==> config.mk <==
export PLATFORM = sky130hd
export DESIGN_NAME = isr_vector_table_flat
export DESIGN_NICKNAME = d
export VERILOG_FILES = /design/src/rtl/isr_vector_table_if.sv /design/src/rtl/isr_vector_table.sv /design/src/flat_wrapper.sv
export SDC_FILE = /design/constraint.sdc
export NUM_CORES = 1
export LEC_CHECK = 0
export BUFFER_PORTS_ARGS = -buffer_cell sky130_fd_sc_hd__buf_4
export CORE_MARGIN = 8
export CORE_UTILIZATION = 45
export CTS_CLUSTER_DIAMETER = 80
export DETAILED_ROUTE_END_ITERATION = 8
export PLACE_DENSITY = 0.66
export REMOVE_ABC_BUFFERS = 1
export SLEW_MARGIN = 10
export SYNTH_ARGS = -nofsm -noshare
export SYNTH_HDL_FRONTEND = slang
export SYNTH_SLANG_ARGS = --single-unit
==> constraint.sdc <==
create_clock -name clk -period 2.8 [get_ports clk]
set_clock_uncertainty 0.15 [all_clocks]
set_input_delay 0.56 -clock clk [delete_from_list [all_inputs] [get_ports clk]]
set_output_delay 0.56 -clock clk [all_outputs]
set_load 0.01 [all_outputs]
==> src/rtl/isr_vector_table_if.sv <==
// Bus bundle for the ISR vector table: register write/read port, interrupt
// request inputs, vector handshake to the core and configuration/error status.
interface isr_vector_table_if #(
    parameter int NUM_CH = 4,
    parameter int ADDR_W = 32,
    parameter int DATA_W = 32,
    parameter int ID_W   = (NUM_CH > 1) ? $clog2(NUM_CH) : 1
);
    logic              wr_en;
    logic [ADDR_W-1:0] wr_addr;
    logic [DATA_W-1:0] wr_data;
    logic              rd_en;
    logic [ADDR_W-1:0] rd_addr;
    logic [DATA_W-1:0] rd_data;
    logic              rd_valid;
    logic [NUM_CH-1:0] irq_req;
    logic              vec_valid;
    logic [DATA_W-1:0] vec_addr;
    logic [ID_W-1:0]   vec_id;
    logic              vec_ack;
    logic [NUM_CH-1:0] cfg_valid;
    logic              dec_error;
    logic [ADDR_W-1:0] err_addr;

    modport slave (
        input  wr_en, wr_addr, wr_data, rd_en, rd_addr, irq_req, vec_ack,
        output rd_data, rd_valid, vec_valid, vec_addr, vec_id,
               cfg_valid, dec_error, err_addr
    );

    modport master (
        output wr_en, wr_addr, wr_data, rd_en, rd_addr, irq_req, vec_ack,
        input  rd_data, rd_valid, vec_valid, vec_addr, vec_id,
               cfg_valid, dec_error, err_addr
    );
endinterface

==> src/rtl/isr_vector_table.sv <==
// N-channel ISR vector table: memory-mapped ISR address registers, mask and
// status, latched interrupt requests and a lowest-index-first vector dispatcher.
module isr_vector_table #(
    parameter int                NUM_CH    = 4,
    parameter int                ADDR_W    = 32,
    parameter int                DATA_W    = 32,
    parameter logic [ADDR_W-1:0] BASE_ADDR = 32'h00020000,
    parameter logic [31:0]       STRIDE    = 32'h00000020
) (
    input  logic                clk,
    input  logic                rst_n,
    isr_vector_table_if.slave   bus
);
    localparam int ID_W      = (NUM_CH > 1) ? $clog2(NUM_CH) : 1;
    localparam int STRIDE_SH = $clog2(STRIDE);
    localparam logic [ADDR_W-1:0] CH_SPAN    = ADDR_W'(NUM_CH * STRIDE);
    localparam logic [ADDR_W-1:0] STATUS_OFF = CH_SPAN + ADDR_W'(4);

    typedef enum logic [1:0] {
        D_NONE   = 2'd0,
        D_CH     = 2'd1,
        D_MASK   = 2'd2,
        D_STATUS = 2'd3
    } dec_kind_t;

    typedef enum logic [0:0] {
        IDLE    = 1'b0,
        PRESENT = 1'b1
    } state_t;

    // Channel slots must be STRIDE-aligned; any other offset in the window is unmapped.
    function automatic dec_kind_t decode_kind(input logic [ADDR_W-1:0] addr);
        logic [ADDR_W-1:0] offset;
        offset = addr - BASE_ADDR;
        if ((offset < CH_SPAN) && (offset[STRIDE_SH-1:0] == {STRIDE_SH{1'b0}})) begin
            return D_CH;
        end else if (offset == CH_SPAN) begin
            return D_MASK;
        end else if (offset == STATUS_OFF) begin
            return D_STATUS;
        end else begin
            return D_NONE;
        end
    endfunction

    function automatic logic [ID_W-1:0] decode_idx(input logic [ADDR_W-1:0] addr);
        logic [ADDR_W-1:0] offset;
        offset = addr - BASE_ADDR;
        return ID_W'(offset >> STRIDE_SH);
    endfunction

    logic [DATA_W-1:0] isr_r [NUM_CH];
    logic [NUM_CH-1:0] cfg_valid_r;
    logic [NUM_CH-1:0] mask_r;
    logic [NUM_CH-1:0] pending_r;
    logic              dec_error_r;
    logic [ADDR_W-1:0] err_addr_r;
    logic [DATA_W-1:0] rd_data_r;
    logic              rd_valid_r;
    state_t            state_r;
    logic              vec_valid_r;
    logic [DATA_W-1:0] vec_addr_r;
    logic [ID_W-1:0]   vec_id_r;

    dec_kind_t         wr_kind_s;
    logic [ID_W-1:0]   wr_idx_s;
    dec_kind_t         rd_kind_s;
    logic [ID_W-1:0]   rd_idx_s;
    logic [DATA_W-1:0] rd_value_s;
    logic [NUM_CH-1:0] eligible_s;
    logic [ID_W-1:0]   low_idx_s;
    logic [NUM_CH-1:0] ack_clr_s;

    // Address decode for both ports.
    always_comb begin
        wr_kind_s = decode_kind(bus.wr_addr);
        wr_idx_s  = decode_idx(bus.wr_addr);
        rd_kind_s = decode_kind(bus.rd_addr);
        rd_idx_s  = decode_idx(bus.rd_addr);
    end

    // Read data mux; unmapped reads return zero.
    always_comb begin
        rd_value_s = {DATA_W{1'b0}};
        case (rd_kind_s)
            D_CH:     rd_value_s = isr_r[rd_idx_s];
            D_MASK:   rd_value_s[NUM_CH-1:0] = mask_r;
            D_STATUS: begin
                rd_value_s[NUM_CH-1:0] = pending_r;
                rd_value_s[31]         = dec_error_r;
            end
            default:  rd_value_s = {DATA_W{1'b0}};
        endcase
    end

    // Lowest-index eligible channel; scanning downward leaves the smallest index.
    always_comb begin
        eligible_s = pending_r & mask_r & cfg_valid_r;
        low_idx_s  = {ID_W{1'b0}};
        for (int i = NUM_CH - 1; i >= 0; i--) begin
            low_idx_s = eligible_s[i] ? ID_W'(i) : low_idx_s;
        end
    end

    // Pending clear mask from the core accepting the presented vector.
    always_comb begin
        ack_clr_s = {NUM_CH{1'b0}};
        if ((state_r == PRESENT) && bus.vec_ack) begin
            ack_clr_s[vec_id_r] = 1'b1;
        end else begin
            ack_clr_s = {NUM_CH{1'b0}};
        end
    end

    // Register file writes, mask, and sticky decode error with first-address capture.
    always_ff @(posedge clk or negedge rst_n) begin
        if (!rst_n) begin
            for (int i = 0; i < NUM_CH; i++) begin
                isr_r[i] <= {DATA_W{1'b0}};
            end
            cfg_valid_r <= {NUM_CH{1'b0}};
            mask_r      <= {NUM_CH{1'b1}};
            dec_error_r <= 1'b1;
            err_addr_r  <= {ADDR_W{1'b0}};
        end else if (bus.wr_en) begin
            case (wr_kind_s)
                D_CH: begin
                    isr_r[wr_idx_s]       <= bus.wr_data;
                    cfg_valid_r[wr_idx_s] <= 1'b1;
                end
                D_MASK: mask_r <= bus.wr_data[NUM_CH-1:0];
                D_STATUS: begin
                    dec_error_r <= 1'b0;
                    err_addr_r  <= {ADDR_W{1'b0}};
                end
                default: begin
                    if (!dec_error_r) begin
                        err_addr_r <= bus.wr_addr;
                    end
                    dec_error_r <= 1'b1;
                end
            endcase
        end
    end

    // Registered read port; sees pre-write contents on a same-cycle write.
    always_ff @(posedge clk or negedge rst_n) begin
        if (!rst_n) begin
            rd_data_r  <= {DATA_W{1'b0}};
            rd_valid_r <= 1'b0;
        end else begin
            rd_valid_r <= bus.rd_en;
            if (bus.rd_en) begin
                rd_data_r <= rd_value_s;
            end
        end
    end

    // Request latch; a new request on the ack edge keeps the channel pending.
    always_ff @(posedge clk or negedge rst_n) begin
        if (!rst_n) begin
            pending_r <= {NUM_CH{1'b0}};
        end else begin
            pending_r <= (pending_r & ~ack_clr_s) | bus.irq_req;
        end
    end

    // Dispatcher FSM; the presented id/address are frozen until acknowledged.
    always_ff @(posedge clk or negedge rst_n) begin
        if (!rst_n) begin
            state_r     <= IDLE;
            vec_valid_r <= 1'b0;
            vec_addr_r  <= {DATA_W{1'b0}};
            vec_id_r    <= {ID_W{1'b0}};
        end else begin
            case (state_r)
                IDLE: begin
                    if (eligible_s != {NUM_CH{1'b0}}) begin
                        vec_id_r    <= low_idx_s;
                        vec_addr_r  <= isr_r[low_idx_s];
                        vec_valid_r <= 1'b1;
                        state_r     <= PRESENT;
                    end
                end
                PRESENT: begin
                    if (bus.vec_ack) begin
                        vec_valid_r <= 1'b0;
                        state_r     <= IDLE;
                    end
                end
                default: begin
                    vec_valid_r <= 1'b0;
                    state_r     <= IDLE;
                end
            endcase
        end
    end

    assign bus.rd_data   = rd_data_r;
    assign bus.rd_valid  = rd_valid_r;
    assign bus.vec_valid = vec_valid_r;
    assign bus.vec_addr  = vec_addr_r;
    assign bus.vec_id    = vec_id_r;
    assign bus.cfg_valid = cfg_valid_r;
    assign bus.dec_error = dec_error_r;
    assign bus.err_addr  = err_addr_r;

endmodule

==> src/flat_wrapper.sv <==
// flat-port wrapper written by rule: the top's interface ports become plain ports
module isr_vector_table_flat 
#(
    parameter int                NUM_CH    = 4,
    parameter int                ADDR_W    = 32,
    parameter int                DATA_W    = 32,
    parameter logic [ADDR_W-1:0] BASE_ADDR = 32'h00020000,
    parameter logic [31:0]       STRIDE    = 32'h00000020
)
  (clk, rst_n, bus_wr_en, bus_wr_addr, bus_wr_data, bus_rd_en, bus_rd_addr, bus_irq_req, bus_vec_ack, bus_rd_data, bus_rd_valid, bus_vec_valid, bus_vec_addr, bus_vec_id, bus_cfg_valid, bus_dec_error, bus_err_addr);
  isr_vector_table_if #(.NUM_CH(NUM_CH), .ADDR_W(ADDR_W), .DATA_W(DATA_W)) bus_i ();
  input  logic clk;
  input  logic rst_n;
  input wire logic [$bits(bus_i.wr_en)-1:0] bus_wr_en;
  input wire logic [$bits(bus_i.wr_addr)-1:0] bus_wr_addr;
  input wire logic [$bits(bus_i.wr_data)-1:0] bus_wr_data;
  input wire logic [$bits(bus_i.rd_en)-1:0] bus_rd_en;
  input wire logic [$bits(bus_i.rd_addr)-1:0] bus_rd_addr;
  input wire logic [$bits(bus_i.irq_req)-1:0] bus_irq_req;
  input wire logic [$bits(bus_i.vec_ack)-1:0] bus_vec_ack;
  output wire logic [$bits(bus_i.rd_data)-1:0] bus_rd_data;
  output wire logic [$bits(bus_i.rd_valid)-1:0] bus_rd_valid;
  output wire logic [$bits(bus_i.vec_valid)-1:0] bus_vec_valid;
  output wire logic [$bits(bus_i.vec_addr)-1:0] bus_vec_addr;
  output wire logic [$bits(bus_i.vec_id)-1:0] bus_vec_id;
  output wire logic [$bits(bus_i.cfg_valid)-1:0] bus_cfg_valid;
  output wire logic [$bits(bus_i.dec_error)-1:0] bus_dec_error;
  output wire logic [$bits(bus_i.err_addr)-1:0] bus_err_addr;
  assign bus_i.wr_en = bus_wr_en;
  assign bus_i.wr_addr = bus_wr_addr;
  assign bus_i.wr_data = bus_wr_data;
  assign bus_i.rd_en = bus_rd_en;
  assign bus_i.rd_addr = bus_rd_addr;
  assign bus_i.irq_req = bus_irq_req;
  assign bus_i.vec_ack = bus_vec_ack;
  assign bus_rd_data = bus_i.rd_data;
  assign bus_rd_valid = bus_i.rd_valid;
  assign bus_vec_valid = bus_i.vec_valid;
  assign bus_vec_addr = bus_i.vec_addr;
  assign bus_vec_id = bus_i.vec_id;
  assign bus_cfg_valid = bus_i.cfg_valid;
  assign bus_dec_error = bus_i.dec_error;
  assign bus_err_addr = bus_i.err_addr;
  isr_vector_table #(.NUM_CH(NUM_CH), .ADDR_W(ADDR_W), .DATA_W(DATA_W), .BASE_ADDR(BASE_ADDR), .STRIDE(STRIDE)) u_core (.clk(clk), .rst_n(rst_n), .bus(bus_i));
endmodule
Yosys cells after proc, flatten, opt, wreduce, memory -nomap -nowiden

Cells that the tools add are included.

Add/sub/neg operators: 2
Multipliers: 0
Divide/modulo/power cells: 0
$lt $le $gt $ge: 10
Equal/unequal tests: 13
Shift operators: 0
Multiplexer cells: 36
Bitwise gates (word level): 11
Reduce and logical (&&, ||, !) cells: 16

Operators with widths:

| operator                                                                | count |
|---|---|
| 32-bit two-way mux                                                      | 6 |
| 32-bit binary-select mux with 2-bit select                              | 2 |
| 128-bit bitwise mux                                                     | 1 |
| 32-bit by 8-bit equality test with 1-bit output (second input constant) | 4 |
| 32-bit demux with 2-bit select                                          | 1 |
| 32-bit by 8-bit < comparator with 1-bit output (second input constant)  | 2 |
| 32-bit case mux with 2 select lines                                     | 1 |
| 32-bit by 18-bit subtractor with 32-bit output (second input constant)  | 2 |
| 27-bit two-way mux                                                      | 1 |
| 2-bit two-way mux                                                       | 10 |
| 4-bit bitwise AND                                                       | 3 |
| 4-bit case mux with 3 select lines                                      | 1 |
| 5-bit zero test                                                         | 2 |
| 2-bit AND reduction                                                     | 5 |
| 3-bit >= comparator (second input constant)                             | 3 |
| 2-bit NOT with 3-bit output                                             | 3 |
| 2-bit equality test (second input constant)                             | 4 |
| 4-bit OR                                                                | 2 |
| 1-bit case mux with 2 select lines                                      | 4 |
| 1-bit logical AND                                                       | 6 |
| 2-bit by 3-bit < comparator with 1-bit output (second input constant)   | 2 |
| 1-bit two-way mux                                                       | 6 |
| 1-bit demux with 2-bit select                                           | 2 |
| 2-bit by 1-bit equality test with 1-bit output (second input constant)  | 2 |
| other kinds (10)                                                        | 13 |

Bits in registers: 242
Bits in latches: 0
RAM bits: 0
ROM bits: 0
Input port bits: 105
Output and inout bits: 105
Word-level logic and storage cells: 103
Memories: 0

Longest topological paths before layout

Depth in word-level cells: 10
Mapped depth: 12
Depth with buffers taken out: 11

Worst setup path before layout

OpenSTA, ideal clock, no wires.

Path type: input to register
From: input bus_wr_addr[17]
To: register u_core.err_addr_r[10] (netlist: u_core.bus.err_addr[10])
Library setup time: 66 ps
Arrival: 3347 ps
Required time: 2584 ps
Path slack: -763 ps
Stages: 12
Path buffers: 1
Cells stage by stage: inv_1 > ha_1 > nor3b_2 > nand4_1 > a211o_4 > or2_2 > or3_1 > ha_1 > nand2_1 > nor3_1 > clkbuf_1 > a22o_1

Word-level cells in the longest chain between the ends: 9
Elaborated cells between the ends (all ways): 16
Classes of those cells: add/sub: 1; order compare: 1; eq/ne: 6; mux: 4; bitwise: 1; reduce/logical: 3

Ends and longest elaborated chain:

| element                                                                                                | line                    | RTL |
|---|---|---|
| start: declaration                                                                                     | flat_wrapper.sv:15      | `input wire logic [$bits(bus_i.wr_addr)-1:0] bus_wr_addr;` |
| 32-bit by 18-bit subtractor with 32-bit output (*)                                                     | -                       |  |
| parallel branches: the longest is 3 deep, another holds 32-bit by 8-bit < comparator with 1-bit output | -                       |  |
| 2-bit two-way mux (*)                                                                                  | isr_vector_table.sv:35  | `if ((offset < CH_SPAN) && (offset[STRIDE_SH-1:0] == {STRIDE_SH{1'b0}})) begin` |
| 2-bit by 1-bit equality test with 1-bit output or 2-bit equality test (tied branches)                  | isr_vector_table.sv:126 | `case (wr_kind_s)` |
| 2-bit OR reduction (no source line)                                                                    | -                       |  |
| 1-bit NOT (no source line)                                                                             | -                       |  |
| 3-bit AND reduction (no source line)                                                                   | -                       |  |
| end signal: assignment                                                                                 | isr_vector_table.sv:124 | `err_addr_r <= {ADDR_W{1'b0}};` |
| end signal: assignment                                                                                 | isr_vector_table.sv:134 | `err_addr_r <= {ADDR_W{1'b0}};` |
| end signal: assignment                                                                                 | isr_vector_table.sv:138 | `err_addr_r <= bus.wr_addr;` |
| end: declaration                                                                                       | isr_vector_table.sv:57  | `logic [ADDR_W-1:0] err_addr_r;` |

Every way passes the cells marked *.
A chain may end at the register's enable or synchronous reset.

Worst setup path after layout

From: input bus_wr_addr[21]
To: register u_core.err_addr_r[10] (netlist: u_core.bus.err_addr[10])

The elaborated chain is that of the path after synthesis.

==> flow_metrics.tcl <==
set metrics [dict create \
    num_vias 7888 \
    violations "setup timing" \
    drt_iter0_drc 435 \
    ctsRootBufferMaster "clkbuf_16" \
    rr_endpoint "u_core.bus.vec_addr[22]" \
    grt_max_degree 66 \
    initial_core_util_pct 45.3 \
    outcome "finished, violations left" \
    cp_max_fo 7 \
    dpl.hpwl_mm 20.3 \
    met1_length_mm 13.3 \
    end_kind "register" \
    drtPass1Iterations 4 \
    synth_edf_count 0 \
    r2r-start "u_core.mask_r[2]" \
    placeableCoreArea_um2 25800 \
    syn-cell-area_um2 11700 \
    fin_total_pwr_uw 7770 \
    p_sw_share_pct 22.6 \
    p_seq_share_pct 46.8 \
    slew_headroom_pct 38.2 \
    rsz0062_at_grt "yes" \
    post_dp_cell_area_um2 14100 \
    reg2reg_depth 6 \
    setup_slack_ns -0.0665 \
    highest_layer "met5" \
    drc_errors 0 \
    p_comb_share_pct 8.8 \
    async_flop_share_pct 100 \
    areaGrowthSynthToFinish_pct 30.7 \
    synthAdderAreaFrac_pct 0.429 \
    die_h_um 177 \
    synth_top_area_share_pct 50.8 \
    cap_violations 0 \
    finalSetupViolations 32 \
    diodes 0 \
    cts_made_buffers 26 \
    clkLatencyLatePin_ns 0.52 \
    final_nets 1213 \
    yosys-mux-area-fraction_pct 28.3 \
    netlist_instances 842 \
    synth_xor_area_share_pct 0.150 \
    via_per_inst 5.41 \
    internal_power_uw 6010 \
    yosys_most_used_dff "dfrtp_1" \
    clk_transition_reported_paths_ns 0.06 \
    leakage_uw 0.00747 \
    yosys.area.top_type "dfrtp_1" \
    wl_met3_mm 2.00 \
    clkPwrFrac_pct 44.4 \
    io_pins 210 \
    grt_pass1_wl_mm 49.1 \
    grt_antenna_before_repair 1 \
    worstHoldEndpoint "u_core.pending_r[3]" \
    cts.path.max_buffers 3 \
    synth.yosys.seq_area_share_pct 51.9 \
    whs_path_depth 2 \
    overflow 0 \
    peakVddDrop_uv 441 \
    clock-sinks 242 \
    die_w_um 177 \
    first_global_vias 8791 \
    max_freq_ghz 0.349 \
    syn_avg_cell_area_um2 13.9 \
    final_cell_mix "buf_4, dfrtp_1, mux2_4" \
    setup_tns_ns -1.33 \
    slew_viol_final 0 \
    yosys_warnings 0 \
    wl_met2_mm 14.6 \
    period_minus_slack_ns 2.87 \
    min-delay-start "bus_irq_req[3]" \
    synth-simple-area-share_pct 5.75 \
    ys_ff_latch 242 \
    synth_area_leaders "dfrtp_1, mux2_4, mux4_2, mux2i_1, a22o_1" \
    drive_above_1_share_pct 46.4 \
    track_usage_pct 19.5 \
    worst_pin_slew_ns 0.927 \
    synth_top_family_by_area "multiplexers" \
    drt-total-wl_mm 30.3 \
    ctsHtreeMaxLevel 1 \
    synth_cell_types 54 \
    p_per_area_nw_per_um2 509 \
    hold_violations 0 \
    setup.worst_path.start_class "primary input" \
    io_buffer_count 209 \
    crit_type "in2reg" \
    finalInstanceArea_um2 15300 \
    drt.antenna.violating_nets 0 \
    rows 59 \
    place.gp.congestion 0.795 \
    worst_ep_arrival_time_ns 3.11 \
    min_period_over_period_pct 102 \
    switchingPower_uw 1750 \
    final_common_cell "buf_4" \
    wl_per_cell_um 20.8 \
    synth_compound_area_share_pct 8.81 \
    hp-class "in2reg" \
    regToRegSetupSlack_ns 0.58 \
    dieArea_um2 31300 \
    required_ns 3.05 \
    cts_tree "done" \
]
per-stage QoR:
stage,std cells,worst slack [ns],hold WS [ns],utilization [%]
after CTS,1455,0.00343,0.0467,58.9
final,1457,-0.0665,0.0686,59.2
after floorplan,792,-1.93,0.114,-
after global routing,1457,-0.153,0.0541,59.2
after global placement,1398,-0.769,0.332,54.6
after detailed placement,1398,-0.820,0.330,54.6
kinds of logic after synthesis:
| family | Yosys count |
|---|---|
| AOI/OAI and AO/OA | 133 |
| DFF | 242 |
| xor gates and xnor gates | 2 |
| and+or+nand+nor | 113 |
| buffers and inverters | 119 |
| adders and majority gates | 4 |
| muxes | 229 |
layer usage:
metal,vias up,global-route usage [%]
met5,-,0
met4,2,4.13
met3,33,4.86
met2,199,32.4
met1,4015,25.4
li1,3639,-
sequential cells by signal, summed over array words and instances (netlist names):
signal / flops
u_core.isr_r: 128
u_core.bus.err_addr: 32
u_core.bus.rd_data: 32
u_core.bus.vec_addr: 32
u_core.bus.cfg_valid: 4
u_core.mask_r: 4
u_core.pending_r: 4
u_core.bus.vec_id: 2
u_core.bus.dec_error: 1
u_core.bus.rd_valid: 1
u_core.bus.vec_valid: 1
u_core.state_r: 1
critical path, cell delays in order:
cell and delay, ns:
buf_8 0.10, nor4_4 0.36, buf_4 0.19, buf_6 0.09, and4b_1 0.20, mux2i_2 0.07, o21bai_1 0.17, or3_1 0.38
ha_1 0.30, nand2_2 0.06, a21o_4 0.25, clkbuf_16 0.18, a22o_1 0.20
synth_stat cells, types with 2 or more instances:
cell,count
o21ai_0,8
buf_2,6
a22oi_1,4
nor2_1,14
nand2_1,43
o21a_1,2
nand3_1,5
and3_1,2
and4b_1,3
or2_2,6
mux4_2,32
nor3b_1,2
o22ai_1,32
a22o_1,32
nand2b_1,3
o221ai_1,32
ha_1,4
nor4_1,6
mux2i_1,64
nor2b_1,2
mux2_2,16
mux2_4,116
nor4_4,5
dfstp_2,5
nor4b_1,4
clkbuf_1,31
buf_6,12
xnor2_1,2
a21oi_1,5
dfrtp_1,237
and2_1,3
nor3_1,4
o21bai_1,3
inv_1,69
a21o_1,4
nand4_1,6
power groups by stage:
stage               clock [uW]  combinational (uW)  sequential (uW)
global route              3660                 748             3640
floorplan                    0                 138             3720
global placement             0                 635             3690
detailed placement           0                 651             3680
finish                    3450                 687             3630
CTS                       3520                 684             3630
worst max-delay path by stage:
stage | start | to | cells after the start
after floorplan | bus_wr_addr[17] | u_core.bus.err_addr[0] | 11
after global placement | bus_wr_addr[17] | u_core.bus.err_addr[4] | 13
after detailed placement | bus_wr_addr[17] | u_core.bus.err_addr[4] | 13
after CTS | bus_wr_addr[21] | u_core.bus.err_addr[9] | 15
after global routing | bus_wr_addr[21] | u_core.bus.err_addr[19] | 15
final | bus_wr_addr[21] | u_core.bus.err_addr[10] | 13
final cells by class:
type | instances | area (um^2)
fillers | 2038 | 10500
repair buffers | 284 | 2470
clock inverters | 6 | 60.1
inverters | 69 | 259
well taps | 335 | 419
multi-input cells | 481 | 5180
clock buffers | 40 | 815
flip-flops and latches | 242 | 6060
what timing repair did:
action,CTS,global route
endpoints found under the hold margin,61,0
hold buffers,1,0
pin swaps,9,21
buffers inserted,7,0
endpoints found under the setup margin,32,32
cloned,3,3
resized for setup,27,7
No activity file was read; power rests on OpenSTA's default activity.
